[config.mk]
export PLATFORM = sky130hd
export DESIGN_NAME = mem_arbiter_flat
export DESIGN_NICKNAME = d
export VERILOG_FILES = /design/src/rtl/mem_ctrl_pkg.sv /design/src/rtl/mem_arbiter_if.sv /design/src/rtl/rr_arb2.sv /design/src/rtl/mem_arbiter.sv /design/src/flat_wrapper.sv
export SDC_FILE = /design/constraint.sdc
export NUM_CORES = 1
export LEC_CHECK = 0
export BUFFER_PORTS_ARGS = -buffer_cell sky130_fd_sc_hd__buf_2
export CORE_MARGIN = 5
export CORE_UTILIZATION = 48
export DETAILED_ROUTE_END_ITERATION = 8
export PLACE_DENSITY = 0.8
export SLEW_MARGIN = 25
export SYNTH_ARGS = -nofsm -noshare
export SYNTH_HDL_FRONTEND = slang
export SYNTH_HIERARCHICAL = 1
export SYNTH_SLANG_ARGS = --single-unit
[constraint.sdc]
create_clock -name clk -period 2.6 [get_ports clk]
set_clock_uncertainty 0.2 [all_clocks]
set_input_delay 0.52 -clock clk [delete_from_list [all_inputs] [get_ports clk]]
set_output_delay 0.52 -clock clk [all_outputs]
set_load 0.02 [all_outputs]
[src/rtl/mem_ctrl_pkg.sv]
// Shared definitions for the memory arbiter: memory op codes, FSM encoding
// and the op-validity helper.
package mem_ctrl_pkg;

    typedef logic [2:0]  op_t;
    typedef logic [3:0]  addr_t;
    typedef logic [15:0] data_t;

    localparam op_t OP_WAIT  = 3'd0;
    localparam op_t OP_GET   = 3'd1;
    localparam op_t OP_SET   = 3'd2;
    localparam op_t OP_CLEAR = 3'd3;

    typedef enum logic [1:0] {
        IDLE = 2'd0,
        WAIT = 2'd1,
        RESP = 2'd2
    } state_e;

    function automatic logic op_valid(input op_t op);
        return (op == OP_GET) || (op == OP_SET) || (op == OP_CLEAR);
    endfunction

endpackage

[src/rtl/mem_arbiter_if.sv]
// Requester A/B handshakes plus the shared memory port, bundled as one bus.
interface mem_arbiter_if;
    import mem_ctrl_pkg::*;

    logic  a_req;
    op_t   a_op;
    addr_t a_addr;
    data_t a_wdata;
    logic  a_ack;
    data_t a_rdata;

    logic  b_req;
    op_t   b_op;
    addr_t b_addr;
    data_t b_wdata;
    logic  b_ack;
    data_t b_rdata;

    logic  err;

    op_t   mem_operation;
    addr_t mem_address;
    data_t mem_data_in;
    data_t mem_data_out;
    logic  mem_done;

    // Arbiter side
    modport slave (
        input  a_req, a_op, a_addr, a_wdata,
        input  b_req, b_op, b_addr, b_wdata,
        input  mem_data_out, mem_done,
        output a_ack, a_rdata, b_ack, b_rdata, err,
        output mem_operation, mem_address, mem_data_in
    );

    // Requesters and memory side
    modport master (
        output a_req, a_op, a_addr, a_wdata,
        output b_req, b_op, b_addr, b_wdata,
        output mem_data_out, mem_done,
        input  a_ack, a_rdata, b_ack, b_rdata, err,
        input  mem_operation, mem_address, mem_data_in
    );

endinterface

[src/rtl/rr_arb2.sv]
// Two-way round-robin grant: on contention the side not granted last wins.
// req[0]/grant[0] is requester A, req[1]/grant[1] is requester B;
// last=1 means B was granted last.
module rr_arb2 (
    input  logic [1:0] req,
    input  logic       last,
    output logic [1:0] grant
);

    // One-hot grant, favouring the requester that did not win last time
    always_comb begin
        grant = req;
        if (req == 2'b11) begin
            grant = last ? 2'b01 : 2'b10;
        end
    end

endmodule

[src/rtl/mem_arbiter.sv]
// Arbitrates two requesters onto a single memory port, one transaction at a
// time, with invalid-op rejection and a WAIT timeout.
//
//   state | meaning
//   IDLE  | no transaction; grant on any request
//   WAIT  | op driven to memory, waiting for mem_done or timeout
//   RESP  | ack/err pulse cycle, then back to IDLE
module mem_arbiter
    import mem_ctrl_pkg::*;
#(
    parameter int TIMEOUT = 15
) (
    input  logic          clk,
    input  logic          rst,
    mem_arbiter_if.slave  bus
);

    localparam logic [3:0] CNT_TC = 4'(TIMEOUT - 1);

    state_e     state_q, state_d;
    op_t        op_q, op_d;
    logic       gnt_b_q, gnt_b_d;
    logic       last_q, last_d;
    logic [3:0] cnt_q, cnt_d;
    op_t        mem_op_q, mem_op_d;
    addr_t      mem_addr_q, mem_addr_d;
    data_t      mem_wdata_q, mem_wdata_d;
    logic       a_ack_q, a_ack_d;
    logic       b_ack_q, b_ack_d;
    logic       err_q, err_d;
    data_t      a_rdata_q, a_rdata_d;
    data_t      b_rdata_q, b_rdata_d;

    logic [1:0] grant;
    op_t        sel_op;
    addr_t      sel_addr;
    data_t      sel_wdata;

    rr_arb2 u_rr_arb2 (
        .req   ({bus.b_req, bus.a_req}),
        .last  (last_q),
        .grant (grant)
    );

    assign sel_op    = grant[1] ? bus.b_op    : bus.a_op;
    assign sel_addr  = grant[1] ? bus.b_addr  : bus.a_addr;
    assign sel_wdata = grant[1] ? bus.b_wdata : bus.a_wdata;

    // Next-state and registered-output decode
    always_comb begin
        state_d     = state_q;
        op_d        = op_q;
        gnt_b_d     = gnt_b_q;
        last_d      = last_q;
        cnt_d       = cnt_q;
        mem_op_d    = mem_op_q;
        mem_addr_d  = mem_addr_q;
        mem_wdata_d = mem_wdata_q;
        a_ack_d     = a_ack_q;
        b_ack_d     = b_ack_q;
        err_d       = err_q;
        a_rdata_d   = a_rdata_q;
        b_rdata_d   = b_rdata_q;

        unique case (state_q)
            IDLE: begin
                if (grant != 2'b00) begin
                    gnt_b_d     = grant[1];
                    last_d      = grant[1];
                    cnt_d       = '0;
                    op_d        = sel_op;
                    mem_addr_d  = sel_addr;
                    mem_wdata_d = sel_wdata;
                    // An invalid op never reaches the memory
                    mem_op_d    = op_valid(sel_op) ? sel_op : OP_WAIT;
                    state_d     = WAIT;
                end
            end
            WAIT: begin
                if (!op_valid(op_q)) begin
                    a_ack_d = !gnt_b_q;
                    b_ack_d = gnt_b_q;
                    err_d   = 1'b1;
                    state_d = RESP;
                end else if (bus.mem_done) begin
                    mem_op_d = OP_WAIT;
                    if (op_q == OP_GET) begin
                        if (gnt_b_q) b_rdata_d = bus.mem_data_out;
                        else         a_rdata_d = bus.mem_data_out;
                    end
                    a_ack_d = !gnt_b_q;
                    b_ack_d = gnt_b_q;
                    err_d   = 1'b0;
                    state_d = RESP;
                end else if (cnt_q == CNT_TC) begin
                    mem_op_d = OP_WAIT;
                    a_ack_d  = !gnt_b_q;
                    b_ack_d  = gnt_b_q;
                    err_d    = 1'b1;
                    state_d  = RESP;
                end else begin
                    cnt_d = cnt_q + 4'd1;
                end
            end
            RESP: begin
                a_ack_d = 1'b0;
                b_ack_d = 1'b0;
                err_d   = 1'b0;
                state_d = IDLE;
            end
            default: state_d = IDLE;
        endcase
    end

    // State and output registers; reset abandons any transaction silently
    always_ff @(posedge clk or posedge rst) begin
        if (rst) begin
            state_q     <= IDLE;
            op_q        <= OP_WAIT;
            gnt_b_q     <= 1'b0;
            last_q      <= 1'b1;
            cnt_q       <= '0;
            mem_op_q    <= OP_WAIT;
            mem_addr_q  <= '0;
            mem_wdata_q <= '0;
            a_ack_q     <= 1'b0;
            b_ack_q     <= 1'b0;
            err_q       <= 1'b0;
            a_rdata_q   <= '0;
            b_rdata_q   <= '0;
        end else begin
            state_q     <= state_d;
            op_q        <= op_d;
            gnt_b_q     <= gnt_b_d;
            last_q      <= last_d;
            cnt_q       <= cnt_d;
            mem_op_q    <= mem_op_d;
            mem_addr_q  <= mem_addr_d;
            mem_wdata_q <= mem_wdata_d;
            a_ack_q     <= a_ack_d;
            b_ack_q     <= b_ack_d;
            err_q       <= err_d;
            a_rdata_q   <= a_rdata_d;
            b_rdata_q   <= b_rdata_d;
        end
    end

    assign bus.mem_operation = mem_op_q;
    assign bus.mem_address   = mem_addr_q;
    assign bus.mem_data_in   = mem_wdata_q;
    assign bus.a_ack         = a_ack_q;
    assign bus.b_ack         = b_ack_q;
    assign bus.err           = err_q;
    assign bus.a_rdata       = a_rdata_q;
    assign bus.b_rdata       = b_rdata_q;

endmodule

[src/flat_wrapper.sv]
// flat-port wrapper written by rule: the top's interface ports become plain ports
module mem_arbiter_flat import mem_ctrl_pkg::*;
#(
    parameter int TIMEOUT = 15
)
  (clk, rst, bus_a_req, bus_a_op, bus_a_addr, bus_a_wdata, bus_b_req, bus_b_op, bus_b_addr, bus_b_wdata, bus_mem_data_out, bus_mem_done, bus_a_ack, bus_a_rdata, bus_b_ack, bus_b_rdata, bus_err, bus_mem_operation, bus_mem_address, bus_mem_data_in);
  mem_arbiter_if bus_i ();
  input  logic clk;
  input  logic rst;
  input wire logic [$bits(bus_i.a_req)-1:0] bus_a_req;
  input wire logic [$bits(bus_i.a_op)-1:0] bus_a_op;
  input wire logic [$bits(bus_i.a_addr)-1:0] bus_a_addr;
  input wire logic [$bits(bus_i.a_wdata)-1:0] bus_a_wdata;
  input wire logic [$bits(bus_i.b_req)-1:0] bus_b_req;
  input wire logic [$bits(bus_i.b_op)-1:0] bus_b_op;
  input wire logic [$bits(bus_i.b_addr)-1:0] bus_b_addr;
  input wire logic [$bits(bus_i.b_wdata)-1:0] bus_b_wdata;
  input wire logic [$bits(bus_i.mem_data_out)-1:0] bus_mem_data_out;
  input wire logic [$bits(bus_i.mem_done)-1:0] bus_mem_done;
  output wire logic [$bits(bus_i.a_ack)-1:0] bus_a_ack;
  output wire logic [$bits(bus_i.a_rdata)-1:0] bus_a_rdata;
  output wire logic [$bits(bus_i.b_ack)-1:0] bus_b_ack;
  output wire logic [$bits(bus_i.b_rdata)-1:0] bus_b_rdata;
  output wire logic [$bits(bus_i.err)-1:0] bus_err;
  output wire logic [$bits(bus_i.mem_operation)-1:0] bus_mem_operation;
  output wire logic [$bits(bus_i.mem_address)-1:0] bus_mem_address;
  output wire logic [$bits(bus_i.mem_data_in)-1:0] bus_mem_data_in;
  assign bus_i.a_req = bus_a_req;
  assign bus_i.a_op = bus_a_op;
  assign bus_i.a_addr = bus_a_addr;
  assign bus_i.a_wdata = bus_a_wdata;
  assign bus_i.b_req = bus_b_req;
  assign bus_i.b_op = bus_b_op;
  assign bus_i.b_addr = bus_b_addr;
  assign bus_i.b_wdata = bus_b_wdata;
  assign bus_i.mem_data_out = bus_mem_data_out;
  assign bus_i.mem_done = bus_mem_done;
  assign bus_a_ack = bus_i.a_ack;
  assign bus_a_rdata = bus_i.a_rdata;
  assign bus_b_ack = bus_i.b_ack;
  assign bus_b_rdata = bus_i.b_rdata;
  assign bus_err = bus_i.err;
  assign bus_mem_operation = bus_i.mem_operation;
  assign bus_mem_address = bus_i.mem_address;
  assign bus_mem_data_in = bus_i.mem_data_in;
  mem_arbiter #(.TIMEOUT(TIMEOUT)) u_core (.clk(clk), .rst(rst), .bus(bus_i));
endmodule
# Yosys cells after proc, flatten, opt, wreduce, memory -nomap -nowiden
# Index checks and enable logic that the tools add are counted.
# Widths: inputs -> output; s select.
classes:
  add_sub_neg: 1
  mul: 0
  div: 0
  order_cmp: 0
  eq_ne: 16
  shifts: 0
  mux: 33
  n_bitwise: 1
  reduce_logical: 16
op_table:
  columns: ["operator", "count"]
  rows:
  - ["$mux 4", 5]
  - ["$mux 3", 6]
  - ["$mux 16", 1]
  - ["$reduce_and 5->1", 3]
  - ["$eq 3x2->1 const B", 4]
  - ["$mux 2", 6]
  - ["$mux 1", 9]
  - ["$pmux 4 s2", 1]
  - ["$eq 3x1->1 const B", 2]
  - ["$pmux 1 s2", 3]
  - ["$pmux 3 s2", 1]
  - ["$reduce_and 2->1", 3]
  - ["$reduce_bool 2->1", 3]
  - ["$add 4x1->4 const B", 1]
  - ["$eq 2x2->1 const B", 2]
  - ["$eq 4x4->1 const B", 1]
  - ["$logic_or 1x1->1", 4]
  - ["$ne 2x1->1 const B", 2]
  - ["$ne 2x2->1 const B", 2]
  - ["$ne 4x4->1 const B", 1]
  - ["$pmux 2 s2", 1]
  - ["$reduce_and 4->1", 1]
  - ["$ne 3x2->1 const B", 1]
  - ["$eq 2x1->1 const B", 1]
  - ["3 further kinds", 3]
word_totals:
  ff_bits: 69
  latch_bits: 0
  ramBits: 0
  romBits: 0
  input_bits: 67
  out_inout_bits: 58
  word_cells: 80
  n_memories: 0

# Depth between registers and ports, before layout
# Gate-level depths: netlist (run 1).
depth:
  ltp_word: 9
  mapped_depth: 7
  mapped_depth_nobuf: 6

# By module
# Netlist (run 1), hierarchy kept.
modules_own_cells:
  columns: ["module", "instances", "cells_each", "area_per_inst_um2", "seq_area_each_um2"]
  rows:
  - ["mem_arbiter", 1, 251, 3062.9, 1727.9]
  - ["rr_arb2", 1, 3, 18.8, 0.0]

# Least setup slack after synthesis (run 1)
# OpenSTA, ideal clock, no wires.
synth_timing:
  kind: "flip-flop to flip-flop"
  start: "register u_core.state_q[1]"
  end: "register u_core.b_rdata_q[0] (netlist: u_core/bus.b_rdata[0])"
  setup_ns: 0.125
  arrival_time_ns: 1.637
  required_time_ns: 2.275
  slack_ns: 0.638
  path_stages_with_launch: 7
  path_buffers: 1
  period_less_slack_ns: 1.962
  path_cell_list: "dfrtp_1 > inv_1 > ha_1 > nand4b_2 > nor3b_4 > buf_6 > mux2_2"
synth_between:
  elab_chain_len: 2
synth_rtl:
  columns: ["element", "line", "text"]
  rows:
  - ["from (decl)", "mem_arbiter.sv:20", "state_e state_q, state_d;"]
  - ["from (signal assigned)", "mem_arbiter.sv:132", "state_q <= state_d;"]
  - ["$eq 2x1->1", "mem_arbiter.sv:65", "unique case (state_q)"]
  - ["$reduce_and 5->1 (no line)", null, null]
  - ["to (signal assigned)", "mem_arbiter.sv:144", "b_rdata_q <= b_rdata_d;"]
  - ["to (decl)", "mem_arbiter.sv:32", "data_t b_rdata_q, b_rdata_d;"]
# Every way passes these cells.
# A chain may end at the register's enable or synchronous reset.

# Worst setup path in the final report (run 1)
layout_timing:
  start: "register u_core.state_q[1]"
  end: "register u_core.b_rdata_q[12] (netlist: u_core/bus.b_rdata[12])"
# The elaborated chain is that of the path after synthesis.

==> out/qor.csv, run 1 <==
metric;value;unit
place_area;3806;µm²
grt_pass1_wl;11630;µm
fin_crit;2244;ps
multi_input_area;1274;µm²
fin_crit_sh;86.32;%
finalHoldViolations;0;
final_cell_mix;buf_2, dfrtp_1, mux2_2;
vias;2331;
cts_sinks;69;
p_leak;2.120;nW
powerDensity;1138;nW/µm²
routed_wl;6735;µm
seq_area;1728;µm²
synth_edf_count;0;
die_width;90.13;µm
cp_data_required_time;2610;ps
grt_usage;17.39;%
syn-num-nets;327;
antenna_found_initial;0;
syn_area_per_cell;12.13;µm²
worst_pin_slew;574.8;ps
clk_path_buf_depth;2;
diodes;0;
yosysSeqAreaShare;56.07;%
layout_commonest_cell;buf_2;
initial_core_util;48.81;%
hold_buffers;0;
yosys_warnings;6;
ys_ff_latch;69;
dieHeight;90.13;µm
die_area;8123;µm²
fmax;0.4456;GHz
postCtsSetupRepairBufs;0;
reg2reg_depth;6;
wl_per_cell;14.48;µm
grt_start_max_net_pins;48;
dp_hpwl;5128;µm
cts_max_level;3;
max-cap-violations;0;
grt_overflow;0;
firstDrtPassIters;4;
ctsResizeCount;0;
syn_area;3082;µm²
io_pins;125;
vdd_drop_max;0.0007167;V
nNetsFinal;456;
row_count;29;
cts_buffers;9;
dr.first_iter.drc_count;51;
grt_pass1_vias;2491;
fill_cells;517;
place_congestion;0.8238;
io_buffers;124;
fin_area;4020;µm²
synthCells;254;
status;finished clean;
start_kind;flip-flop;
critPathArrivalTime;2250;ps
clk_pin_slew_worst_paths;80;ps
criticalPathCategory;flip-flop to flip-flop;
drive_above_1_share;48.97;%
coreArea;6314;µm²
maxSlewViolCount;0;
synth_flop_cell;dfrtp_1;
crit_fanout;16;
area_growth;30.45;%
relSlewSlack;61.62;%
drc;0;
finalSetupTns;0;ps
hold_class;input port to asynchronous set/reset pin;
setup_viol;0;
cts_tree;built;
rsz0062_at_grt;no;
cts_root_buf;clkbuf_8;
clk_latency;320;ps
ant_nets;0;
crit_path_end_kind;flip-flop;
via_per_inst;5.013;
yosysUniqueCellTypes;35;
async_flop_share;100.0;%
-- kinds of logic after synthesis --
logic type	after synthesis	synth area share, %
compound gates	47	9.136
simple gates	54	9.339
fa+ha+maj	6	2.436
flops	69	56.07
mux	57	19.94
buf+inv	21	3.086
-- registers in the layout (all words and copies together), names as in the netlist --
| signal | count |
|---|---|
| u_core/bus.a_rdata | 16 |
| u_core/bus.b_rdata | 16 |
| u_core/bus.mem_data_in | 16 |
| u_core/bus.mem_address | 4 |
| u_core/cnt_q | 4 |
| u_core/bus.mem_operation | 3 |
| u_core/op_q | 3 |
| u_core/state_q | 2 |
| u_core/bus.a_ack | 1 |
| u_core/bus.b_ack | 1 |
| u_core/bus.err | 1 |
| u_core/gnt_b_q | 1 |
| u_core/last_q | 1 |
-- critical path, stage by stage, from the launching register on --
cell	delay, ps
dfrtp_1	390
inv_1	100
ha_1	370
nand4b_2	230
nor3b_4	200
buf_4	260
mux2_2	370
-- Yosys cell counts (4+ instances only) --
cell / n / share of area (%)
a21oi_1: 4 / 0.65
dfrtp_1: 68 / 55
mux2i_1: 22 / 7.1
o21ai_0: 29 / 4.7
mux2_2: 35 / 13
ha_1: 6 / 2.4
nand2_1: 31 / 3.8
clkbuf_1: 5 / 0.61
inv_1: 10 / 1.2
a22o_1: 4 / 1.1
buf_2: 4 / 0.65
-- routing by layer --
metal	part of all wire, %	vias to the layer above	global-route usage [%]	wire (µm)
met4	1.7	0	8.561	114
met2	43	118	25.06	2919
li1	-	1140	-	-
met5	0	-	0	0
met3	11	10	6.845	763
met1	44	1063	22.76	2939
-- where the power goes --
group,internal (mW),switching [mW]
clock network,0.534,0.377
registers,1.51,0.263
logic,0.768,1.13
-- worst paths after layout --
kind / from / endpoint / slack [ps]
setup / recovery: u_core/state_q[1] / u_core/bus.b_rdata[12] / 360
hold / removal: rst / u_core/bus.a_rdata[1] / 50
setup reg to reg: u_core/state_q[1] / u_core/bus.b_rdata[12] / 360
hold reg to reg: u_core/bus.mem_address[1] / u_core/bus.mem_address[1] / 290
max in group asynchronous: rst / u_core/last_q / 1460
min in group clk: bus_mem_data_out[13] / u_core/bus.b_rdata[13] / 230
-- layout make-up --
type,count,area share (%)
clock buffer,9,3.081
clock inverter,7,2.241
inverter,10,0.9337
multi-input combinational,164,31.68
sequential,69,42.98
tap,77,2.397
timing repair buffer,129,16.68
-- metrics by stage --
| step | instances | utilization [%] | power [mW] | hold WS (ps) | setup WS, ps |
|---|---|---|---|---|---|
| final | 465 | 63.67 | 4.576 | 49.21 | 355.8 |
| after global routing | 465 | 63.67 | 4.914 | 79.13 | 233.9 |
| after CTS | 465 | 63.67 | 4.641 | 46.87 | 342.7 |
| after detailed placement | 449 | 60.29 | 3.705 | 271.8 | 355.1 |
| after global placement | 449 | 60.29 | 3.636 | 259.2 | 456.8 |
| after floorplan | 254 | - | 3.049 | 265.3 | 141.8 |
Note: power is estimated with default switching activity, not from simulation.
==> run 2: changes to the inputs <==
--- a/config.mk
+++ b/config.mk
@@ -6,12 +6,11 @@
 export NUM_CORES = 1
 export LEC_CHECK = 0
 export BUFFER_PORTS_ARGS = -buffer_cell sky130_fd_sc_hd__buf_2
-export CORE_MARGIN = 5
 export CORE_UTILIZATION = 48
 export DETAILED_ROUTE_END_ITERATION = 8
-export PLACE_DENSITY = 0.8
+export PLACE_DENSITY = 0.79
+export REMOVE_ABC_BUFFERS = 1
 export SLEW_MARGIN = 25
 export SYNTH_ARGS = -nofsm -noshare
 export SYNTH_HDL_FRONTEND = slang
-export SYNTH_HIERARCHICAL = 1
 export SYNTH_SLANG_ARGS = --single-unit
==> out/qor.csv, run 2 <==
metric;value;unit
status;finished clean;
async_flop_share;100.0;%
cts_max_level;3;
pre_cts_ws;399.5;ps
grt_start_max_net_pins;70;
initial_core_util;51.11;%
finalHoldViolations;0;
fin_area;4026;µm²
fmax;0.4495;GHz
diodes;0;
relSlewSlack;69.81;%
grt_pass1_wl;10070;µm
cp_slowest_stage_delay;440;ps
yosysUniqueCellTypes;40;
final_cell_mix;buf_2, dfrtp_1, mux2_2;
fin_crit;2225;ps
ys_ff_latch;69;
synth_common_cells;dfrtp_1, mux2_2, nand2_1;
place_area;3812;µm²
yosysSeqAreaShare;55.46;%
cp_data_required_time;2610;ps
rsz0062_at_grt;no;
yosysTopAreaCell;dfrtp_1;
crit_fanout;12;
powerDensity;1185;nW/µm²
worst_pin_slew;452.9;ps
synth_flop_cell;dfrtp_1;
syn_area_per_cell;12.61;µm²
place_congestion;0.7966;
via_per_inst;5.042;
synth_edf_count;0;
fin_hold_ws;56.98;ps
criticalPathCategory;flip-flop to flip-flop;
syn_area;3115;µm²
coreArea;6096;µm²
cts_tree;built;
die_width;82.57;µm
dp_hpwl;4523;µm
worstReg2RegStart;u_core.state_q[1];
critPathArrivalTime;2240;ps
row_count;28;
synthCells;247;
cts_root_buf;clkbuf_8;
clk_latency;320;ps
dieHeight;82.57;µm
io_buffers;124;
path_cells;inv_1 > ha_1 > nor2b_2 > a21boi_1 > or2_2 > a22o_1;
ant_nets;0;
yosysMostFrequentCell;dfrtp_1;
clk_pin_slew_worst_paths;70;ps
reg2reg_slack;380;ps
p_leak;2.119;nW
grt_overflow;0;
dr.first_iter.drc_count;68;
crit_path_start;u_core.state_q[1];
drive_above_1_share;49.74;%
yosys_warnings;0;
setup_viol;0;
max-cap-violations;0;
final_cells;455;
synth.top_cells.by_area;dfrtp_1, mux2_2, mux2i_1;
grt_pass1_vias;2241;
vias;2294;
rr_endpoint;u_core.cnt_q[1];
hold_class;input port to asynchronous set/reset pin;
firstDrtPassIters;4;
reg2reg_depth;6;
setup_slack;375.3;ps
ctsResizeCount;0;
clk_path_buf_depth;2;
routed_wl;6159;µm
drc;0;
hold_buffers;0;
cts_buffers;9;
start_kind;flip-flop;
io_pins;125;
crit_path_end_kind;flip-flop;
crit_slowest_cell;ha_1;
synth_top_area_share;54.62;%
grt_usage;19.94;%
vdd_drop_max;0.0005649;V
area_growth;29.24;%
layout_commonest_cell;buf_2;
fin_crit_sh;85.57;%
cts_sinks;69;
place_inst;440;
postCtsSetupRepairBufs;0;
die_area;6817;µm²
wl_per_cell;13.54;µm
maxSlewViolCount;0;
power;4.770;mW
nNetsFinal;448;
antenna_found_initial;0;
-- run 2: how the worst max path moves through the flow --
stage / endpoint / cells after the start
after floorplan: u_core.state_q[0] / 3
after global placement: u_core.bus.mem_operation[1] / 5
after detailed placement: u_core.cnt_q[1] / 6
after CTS: u_core.bus.a_rdata[13] / 5
after global routing: u_core.cnt_q[1] / 6
final: u_core.cnt_q[1] / 6
-- run 2: metal layers --
metal	share of wire (%)	routed length, µm	track usage (%)
met1	46	2849	25.05
met2	45	2754	32.64
met3	7.4	456	4.286
met4	1.6	99	9.655
met5	0	0	0
-- run 2: cell type report --
| class | instances | area (µm²) |
|---|---|---|
| fill | 500 | 2069 |
| multi-input combinational | 161 | 1301 |
| clock buffer | 11 | 141.4 |
| tap | 75 | 93.84 |
| clock inverter | 4 | 72.57 |
| inverter | 7 | 26.28 |
| sequential | 69 | 1728 |
| timing repair buffer | 128 | 663.1 |
-- run 2: critical path, delay by kind of cell, from the launching register on --
| family | cells | cell delay [ps] |
|---|---|---|
| AO/OA/AOI/OAI | 2 | 390 |
| buffers and inverters | 1 | 90 |
| adder cells (fa/ha/maj) | 1 | 440 |
| AND/OR/NAND/NOR | 2 | 600 |
| flip-flops | 1 | 400 |
-- run 2: kinds of logic (layout without fill, tap and decap cells) --
kind of cell,Yosys count,count (layout),share of synthesized area (%)
AND/OR/NAND/NOR,53,53,9.920
AO/OA/AOI/OAI,43,43,8.675
adder cells (fa/ha/maj),5,5,2.008
buffers and inverters,17,150,3.132
flip-flops,69,69,55.46
multiplexers,60,60,20.80
-- run 2: power by group --
group / leakage [nW] / internal, mW / switching (mW)
combinational: 1.13 / 0.813 / 1.21
clock: 0.105 / 0.560 / 0.370
sequential: 0.882 / 1.54 / 0.277
total: 2.12 / 2.91 / 1.86
-- run 2: per-stage QoR --
stage / setup TNS, ps / utilization, %
after floorplan: -13.34 / -
after global placement: 0 / 62.54
after detailed placement: 0 / 62.54
after CTS: 0 / 66.05
after global routing: 0 / 66.05
final: 0 / 66.05
